[src/rtl/mult_share_arbiter_pkg.sv]
// Shared defaults for the shared-multiplier arbiter and its pipeline.
package mult_share_arbiter_pkg;

    localparam int unsigned DEF_BITS = 8;
    localparam int unsigned DEF_NREQ = 4;
    localparam int unsigned DEF_IDW  = 2;
    localparam int unsigned DEF_LAT  = 2;

    // Full-width unsigned product of two operands of the given width.
    function automatic int unsigned prod_width(input int unsigned bits);
        return 2 * bits;
    endfunction

endpackage

[src/rtl/mult_share_arbiter_mult_pipe.sv]
// LAT-stage unsigned multiplier; valid and id travel with the product.
module mult_share_arbiter_mult_pipe
    import mult_share_arbiter_pkg::*;
#(
    parameter int unsigned BITS = DEF_BITS,
    parameter int unsigned IDW  = DEF_IDW,
    parameter int unsigned LAT  = DEF_LAT
) (
    input  logic              clock,
    input  logic              reset_n,
    input  logic              en,
    input  logic              op_valid,
    input  logic [IDW-1:0]    op_id,
    input  logic [BITS-1:0]   op_a,
    input  logic [BITS-1:0]   op_b,
    output logic              res_valid,
    output logic [IDW-1:0]    res_id,
    output logic [2*BITS-1:0] res_data,
    output logic              busy
);

    localparam int unsigned PW = prod_width(BITS);

    logic [LAT-1:0] valid_q;
    logic [IDW-1:0] id_q   [LAT];
    logic [PW-1:0]  data_q [LAT];

    // Payload only moves with a valid op, so the output keeps its last shown value.
    always_ff @(posedge clock or negedge reset_n) begin
        if (!reset_n) begin
            valid_q <= '0;
            for (int i = 0; i < LAT; i++) begin
                id_q[i]   <= '0;
                data_q[i] <= '0;
            end
        end else if (en) begin
            valid_q[0] <= op_valid;
            if (op_valid) begin
                id_q[0]   <= op_id;
                data_q[0] <= PW'(op_a) * PW'(op_b);
            end
            for (int i = 1; i < LAT; i++) begin
                valid_q[i] <= valid_q[i-1];
                if (valid_q[i-1]) begin
                    id_q[i]   <= id_q[i-1];
                    data_q[i] <= data_q[i-1];
                end
            end
        end
    end

    assign res_valid = valid_q[LAT-1];
    assign res_id    = id_q[LAT-1];
    assign res_data  = data_q[LAT-1];
    assign busy      = |valid_q;

endmodule

[src/rtl/mult_share_arbiter.sv]
// Round-robin sharing of one pipelined multiplier among NREQ requesters,
// with whole-pipe stall under response backpressure.
module mult_share_arbiter
    import mult_share_arbiter_pkg::*;
#(
    parameter int unsigned BITS = DEF_BITS,
    parameter int unsigned NREQ = DEF_NREQ,
    parameter int unsigned IDW  = DEF_IDW,
    parameter int unsigned LAT  = DEF_LAT
) (
    input  logic                 clock,
    input  logic                 reset_n,
    input  logic [NREQ-1:0]      req_valid,
    output logic [NREQ-1:0]      req_ready,
    input  logic [NREQ*BITS-1:0] req_a,
    input  logic [NREQ*BITS-1:0] req_b,
    output logic                 rsp_valid,
    input  logic                 rsp_ready,
    output logic [IDW-1:0]       rsp_id,
    output logic [2*BITS-1:0]    rsp_data,
    output logic                 busy,
    output logic [15:0]          op_count
);

    logic [IDW-1:0]  ptr_q;
    logic [IDW-1:0]  grant_id;
    logic [IDW-1:0]  idx;
    logic            found;
    logic            stall;
    logic            xfer;
    logic [BITS-1:0] sel_a;
    logic [BITS-1:0] sel_b;

    assign stall = rsp_valid & ~rsp_ready;
    assign xfer  = found & ~stall;

    // First valid requester at or after the pointer; index wraps in IDW bits.
    always_comb begin
        found    = 1'b0;
        grant_id = '0;
        idx      = '0;
        for (int k = 0; k < NREQ; k++) begin
            idx = ptr_q + IDW'(k);
            if (!found && req_valid[idx]) begin
                found    = 1'b1;
                grant_id = idx;
            end
        end
    end

    // Ready is forced low while reset is asserted so it matches the reset state.
    always_comb begin
        req_ready = '0;
        if (found && !stall && reset_n) begin
            req_ready[grant_id] = 1'b1;
        end
    end

    always_comb begin
        sel_a = '0;
        sel_b = '0;
        for (int i = 0; i < NREQ; i++) begin
            if (grant_id == IDW'(i)) begin
                sel_a = req_a[i*BITS +: BITS];
                sel_b = req_b[i*BITS +: BITS];
            end
        end
    end

    always_ff @(posedge clock or negedge reset_n) begin
        if (!reset_n) begin
            ptr_q    <= '0;
            op_count <= '0;
        end else begin
            if (xfer) begin
                ptr_q <= grant_id + IDW'(1);
            end
            if (rsp_valid && rsp_ready) begin
                op_count <= op_count + 16'd1;
            end
        end
    end

    mult_share_arbiter_mult_pipe #(
        .BITS (BITS),
        .IDW  (IDW),
        .LAT  (LAT)
    ) u_pipe (
        .clock     (clock),
        .reset_n   (reset_n),
        .en        (~stall),
        .op_valid  (xfer),
        .op_id     (grant_id),
        .op_a      (sel_a),
        .op_b      (sel_b),
        .res_valid (rsp_valid),
        .res_id    (rsp_id),
        .res_data  (rsp_data),
        .busy      (busy)
    );

endmodule
[config.mk]
export PLATFORM = sky130hd
export DESIGN_NAME = mult_share_arbiter
export DESIGN_NICKNAME = d
export VERILOG_FILES = /design/src/rtl/mult_share_arbiter_pkg.sv /design/src/rtl/mult_share_arbiter_mult_pipe.sv /design/src/rtl/mult_share_arbiter.sv
export SDC_FILE = /design/constraint.sdc
export NUM_CORES = 1
export LEC_CHECK = 0
export ABC_AREA = 1
export CAP_MARGIN = 20
export CELL_PAD_IN_SITES_DETAIL_PLACEMENT = 1
export CELL_PAD_IN_SITES_GLOBAL_PLACEMENT = 2
export CORE_ASPECT_RATIO = 1.2
export CORE_MARGIN = 2
export CORE_UTILIZATION = 27
export CTS_CLUSTER_DIAMETER = 80
export DETAILED_ROUTE_END_ITERATION = 12
export GPL_TIMING_DRIVEN = 1
export PLACE_DENSITY = 0.84
export SYNTH_ARGS = -nofsm -noshare
export SYNTH_HDL_FRONTEND = slang
export SYNTH_SLANG_ARGS = --single-unit
[constraint.sdc]
create_clock -name clock -period 6.1 [get_ports clock]
set_clock_uncertainty 0.15 [all_clocks]
set_input_delay 0.915 -clock clock [delete_from_list [all_inputs] [get_ports clock]]
set_output_delay 0.915 -clock clock [all_outputs]
set_load 0.005 [all_outputs]
==> Word level (Yosys, flattened, before mapping) <==
Index checks and enable logic that the tools add are counted.
W data, S select, Z words.
{ "totals": {"reg_bits": 56, "inputBits": 71, "wordCells": 68} }
{ "op_classes": {"addsub": 5, "n_mul": 1, "magnitude_cmp": 6, "n_eq_ne": 3, "mux": 27, "bitwise": 4, "n_reduce_logical": 15} }
{ "op_table": {"columns": ["cell", "count"], "rows": [
  ["$mux W8", 8],
  ["$add A16 B1 Y16 const B", 1],
  ["$mul A8 B8 Y16", 1],
  ["$lt A2 B3 Y1 const B", 5],
  ["$mux W1", 9],
  ["$bmux W1 S2", 4],
  ["$mux W2", 4],
  ["$logic_and A1 B1 Y1", 7],
  ["$add A2 B1 Y2 const B", 2],
  ["$add A2 B2 Y2 const B", 2],
  ["$eq A2 B2 Y1 const B", 2],
  ["$logic_not A1 Y1", 4],
  ["$mux W4", 1],
  ["$reduce_and A2 Y1", 2],
  ["$and A1 B1 Y1", 2],
  ["$demux W1 S2", 1],
  ["$eq A2 B1 Y1 const B", 1],
  ["$ge A2 B1 Y1 const B", 1],
  ["$logic_not A2 Y1", 1],
  ["$not A1 Y1", 2],
  ["$reduce_or A2 Y1", 1]
]} }

==> Depth between registers and ports, before layout <==
{ "depth": {"ltp_word": 18, "mapped_depth": 37, "ltp_nobuf": 36} }

==> By module <==
Synthesis repeated with hierarchy kept, for this count alone.
{ "unflattened": {"cells_unflattened": 782, "hier_area_um2": 5564.1} }
{ "modules_own_cells": {"columns": ["module", "instances", "cells_each", "area_each_um2", "seq_area_each_um2"], "rows": [
  ["mult_share_arbiter_mult_pipe", 1, 506, 3890.0, 950.9],
  ["mult_share_arbiter", 1, 276, 1674.1, 450.4]
]} }

==> Worst setup path after synthesis <==
No wires, ideal clock.
{ "synth_path": {"path_kind": "input port to flip-flop", "startpoint": "in req_valid[0]", "endpoint": "reg u_pipe.data_q[26] (netlist bit)", "t_arrival_ns": 5.883, "required_ns": 5.824, "slack_ns": -0.059, "stages": 29, "n_path_buf": 1, "cell_sequence": "inv_1 nand2_1 nand3_1 nand2_1 inv_1 a21oi_1 nand2_1 nand2_1 inv_1 ha_1 inv_2 clkbuf_1 nand3_1 nand2_1 a22oi_1 or2_2 fa_1 fa_1 fa_1 fa_1 inv_1 ha_1 nand2_1 nand2_1 nand2_1 nand2_1 a21oi_1 xor2_1 o21ai_0"} }
{ "synth_via": {"elab_chain_len": 18, "elab_cells_between_ends": 37, "classes_between": "mul (1); eq/ne (3); mux (24); bitwise (1); reduce/logical (8)"} }
{ "synth_lines": {"columns": ["element", "line_no", "source"], "rows": [
  ["start, declared", "mult_share_arbiter.sv:13", "input logic [NREQ-1:0] req_valid,"],
  ["$bmux W1 S2", "mult_share_arbiter.sv:44", "if (!found && req_valid[idx]) begin"],
  ["$mux W1 (implied by the code)", "mult_share_arbiter.sv:44", null],
  ["$mux W1", "mult_share_arbiter.sv:44", null],
  ["$logic_not A1 Y1", "mult_share_arbiter.sv:44", null],
  ["$logic_and A1 B1 Y1", "mult_share_arbiter.sv:44", null],
  ["$mux W1", "mult_share_arbiter.sv:44", null],
  ["$logic_not A1 Y1", "mult_share_arbiter.sv:44", null],
  ["$logic_and A1 B1 Y1", "mult_share_arbiter.sv:44", null],
  ["$mux W1", "mult_share_arbiter.sv:44", null],
  ["$logic_not A1 Y1", "mult_share_arbiter.sv:44", null],
  ["$logic_and A1 B1 Y1", "mult_share_arbiter.sv:44", null],
  ["$mux W2 (*)", "mult_share_arbiter.sv:44", null],
  ["net grant_id[0]", "mult_share_arbiter.sv:26", "logic [IDW-1:0] grant_id;"],
  ["$logic_not A2 Y1", "mult_share_arbiter.sv:63", "if (grant_id == IDW'(i)) begin"],
  ["$mux W8 (4 in series)", "mult_share_arbiter.sv:63", null],
  ["$mul A8 B8 Y16 (*)", "mult_share_arbiter_mult_pipe.sv:40", "data_q[0] <= PW'(op_a) * PW'(op_b);"],
  ["end signal, assigned by index", "mult_share_arbiter_mult_pipe.sv:46", "data_q[i] <= data_q[i-1];"],
  ["end, declared", "mult_share_arbiter_mult_pipe.sv:26", "logic [PW-1:0] data_q [LAT];"]
]} }
The timed path passes the listed nets; every way through them passes the cells marked *. The select of a mux whose other input is x is not followed.
A chain may end at the register's enable or synchronous reset.

==> Worst setup path after layout <==
{ "layout_path": {"startpoint": "in req_valid[1]", "endpoint": "reg u_pipe.id_q[2] (netlist bit)"} }
{ "layout_via": {"elab_chain_len": 14, "elab_cells_between_ends": 24, "classes_between": "mux (16); bitwise (1); reduce/logical (7)"} }
{ "layout_lines": {"columns": ["element", "line_no", "source"], "rows": [
  ["$bmux W1 S2", "mult_share_arbiter.sv:44", null],
  ["$mux W1 (implied by the code)", "mult_share_arbiter.sv:44", null],
  ["$mux W1", "mult_share_arbiter.sv:44", null],
  ["$logic_not A1 Y1", "mult_share_arbiter.sv:44", null],
  ["$logic_and A1 B1 Y1", "mult_share_arbiter.sv:44", null],
  ["$mux W1", "mult_share_arbiter.sv:44", null],
  ["$logic_not A1 Y1", "mult_share_arbiter.sv:44", null],
  ["$logic_and A1 B1 Y1", "mult_share_arbiter.sv:44", null],
  ["$mux W1", "mult_share_arbiter.sv:44", null],
  ["$logic_not A1 Y1", "mult_share_arbiter.sv:44", null],
  ["$logic_and A1 B1 Y1", "mult_share_arbiter.sv:44", null],
  ["$mux W1", "mult_share_arbiter.sv:44", null],
  ["$and A1 B1 Y1", "mult_share_arbiter.sv:35", "assign xfer = found & ~stall;"],
  ["$reduce_and A2 Y1 (no line)", null, null],
  ["end signal, assigned by index", "mult_share_arbiter_mult_pipe.sv:45", "id_q[i] <= id_q[i-1];"],
  ["end, declared", "mult_share_arbiter_mult_pipe.sv:25", "logic [IDW-1:0] id_q [LAT];"]
]} }
Several ways; a longest one is shown, not always the timed one. The select of a mux whose other input is x is not followed.

==> results.md <==
* Finished Layout Cells at 1,196
* Die W at 133 um
* Pre-CTS WS at -895 ps
* Worst-path fanout max at 2
* CTS max path bufs at 2
* Worst path required time at 6150 ps
* RSZ-0062 raised after global routing: true
* Largest family of logic cells by synthesized area: simple AND/OR/NAND/NOR gates
* First-pass GRT wire length at 29,400 um
* Largest cells by area after synthesis: dfrtp_1 26%, fa_1 13%, nand2_1 12%
* Fillers at 2,322
* Outcome: finished with violations
* N_diodes at 0
* Post-synth ARST share at 1.00
* DRC at 0
* Slew Limit Headroom at 0.504
* DRT Pass-1 Iters at 4
* Top cell type's share of synthesized area at 0.259
* Most common cell in the netlist: nand2_1
* Unique masters post-synth at 35
* Worst Tran Pin Value at 744 ps
* Register area at 0.00140 mm^2
* Post-synth EDFFs at 0
* Crit path kind: input port to register
* Max-slew violation count at 0
* Compound-cell area share of the yosys netlist at 0.0695
* Crit path DAT at 6160 ps
* Placed Instances at 1,130
* Hpwl dp at 12,800 um
* Worst Hold Class: register to register
* Post-synthesis xor/xnor area fraction at 0.0341
* Ports at 111
* Syn nets at 855
* Flops & latches, synth at 56
* Max-Cap Viols at 0
* Pin count of the biggest net entering global routing at 57
* Initial DRC count at 166
* Routed length per instance at 15.9 um
* Via Count at 5,407
* Via/cell ratio at 4.52
* Syn. warnings at 0
* Setup Viol. Count Final at 1
* Busiest grt layer: met2
* Syn Std Cell Area at 0.00540 mm^2
* Setup crit end kind: register
* Critical Path Max Stage Delay at 140 ps
* WHS at 335 ps
* Gpl congestion at 0.852
* Clock sinks at 56
* Max Fclk at 0.164 GHz
* Final Hold Viols at 0
* GR Util All Layers at 0.170
* Vias in the first global route at 5,878
* Post-synthesis mux area share at 0.0375
* Top cells by count, synth: 169 x nand2_1, 125 x inv_1, 74 x nor2_1
* Post-CTS Hold Fix Bufs at 0
* Initial core utilization at 0.275
* Cells after synthesis at 707
* Seq/Total Area, Yosys at 0.259
* Fin crit share at 1.00
* IO buf count at 110
* Root Driver: clkbuf_16
* Synth Area in Simple Gates at 0.238
* Worst Slack Setup Final at -2.73 ps
* Antenna violations before repair at 0
* Most common cell on crit path: buf_4
* Adder-Cell Fraction of Synth Area at 0.228
* Yosys top cell by area: dfrtp_1
* GR Util met3 at 0.0248
* GRT overflow at 0
* Failing checks: setup timing
* Row count at 56
* Worst-Skew Late Latency at 310 ps
* Core area at 0.0196 mm^2
* Die area at 0.0212 mm^2
* Met1 GRT Util at 0.203
* M2 GR Usage at 0.319
* Crit-path slowest cell: a21oi_4
* Startpoint Class: input port
* Area of the multi-input gates at 0.00392 mm^2
* Post-layout net count at 1,082
* Layout cells sized above 1 at 0.365
* Syn-to-layout area delta at 59.4%
* Post-route ant nets at 0
* Period minus WS final at 6100 ps
* Routed WL at 19,000 um
* CTS clk-pin slew, worst paths at 90 ps
* # H-tree levels at 2
* CTS tree: yes
* Overall die height at 159 um
* Most used flip-flop cell after synthesis: dfrtp_1
* Post-Syn Area per Cell at 7.64 um^2
* CTS Buf Count at 5
cell families after synthesis:
group           after synthesis
xor+xnor                     21
flops                        56
mux                          18
simple gates                306
compound gates               67
fa+ha+maj                    77
buf+inv                     162
placed cells by master (no fill, tap or decap), drive strengths merged:
cell             n
ha              41
nor2            76
a21oi           25
xnor2            9
dfrtp           56
nand3           40
o21bai           1
and3b            1
clkinvlp         1
bufinv           1
clkdlybuf4s50  105
fa              36
a31oi            1
o211ai           1
o21ai           27
buf            146
nand3b           3
nor3             2
inv            130
clkbuf           7
a22oi           12
or2              5
nand2          175
nand4            4
mux2            18
xor2            12
routing by layer:
| layer | vias up | part of all wire |
|---|---|---|
| met1 | 2621 | 0.41 |
| met5 | - | 0 |
| met2 | 145 | 0.53 |
| met3 | 25 | 0.039 |
| li1 | 2616 | - |
| met4 | 0 | 0.025 |
stage by stage:
stage	util	TNS [ps]	cell area, um^2
floorplan	-	0	5420
global placement	0.370	-6880	7250
detailed placement	0.370	-8550	7250
CTS	0.414	0	8120
global route	0.439	-836	8610
finish	0.439	-2.73	8610
final cells by class:
class,count,area share
multi-input cells,489,0.456
repair buffers,253,0.265
flip-flops and latches,56,0.163
inverters,128,0.0578
well taps,261,0.0379
clock buffers,5,0.0145
clock inverters,3,0.00538
repair inverters,1,0.000727
sequential cells by signal, summed over array words and instances, names as in the netlist:
name,count
u_pipe.data_q,16
u_pipe.res_data,16
u_pipe.res_id,2
u_pipe.id_q,2
u_pipe.valid_q,2
ptr_q,2
op_count,16
path summary, 6_finish.rpt:
path,from,to,slack [ps],cells after the start
max,req_valid[1],u_pipe.id_q[2]$_DFFE_PN0P_,-3,45
min reg2reg,u_pipe.data_q[29]$_DFFE_PN0P_,u_pipe.data_q[29]$_DFFE_PN0P_,340,2
max reg2reg,ptr_q[0]$_DFFE_PN0P_,u_pipe.id_q[2]$_DFFE_PN0P_,40,43
min in group asynchronous,reset_n,op_count[0]$_DFFE_PN0P_,700,2
min,u_pipe.data_q[29]$_DFFE_PN0P_,u_pipe.data_q[29]$_DFFE_PN0P_,340,2
max in group asynchronous,reset_n,ptr_q[1]$_DFFE_PN0P_,4590,2
critical path: cells and delay by family:
kind | cells | cell delay (ps)
AND/OR/NAND/NOR | 6 | 510
AO/OA/AOI/OAI | 1 | 140
buffers and inverters | 38 | 4590
what timing repair did:
action	CTS	global route
setup endpoints to repair	11	12
resized for setup	93	137
buffers inserted	47	10
cloned	1	2
pin swaps	35	63
Power is left out: the tool's default activity adds up to more than one toggle a clock period on the data nets, which glitch-free logic cannot reach.
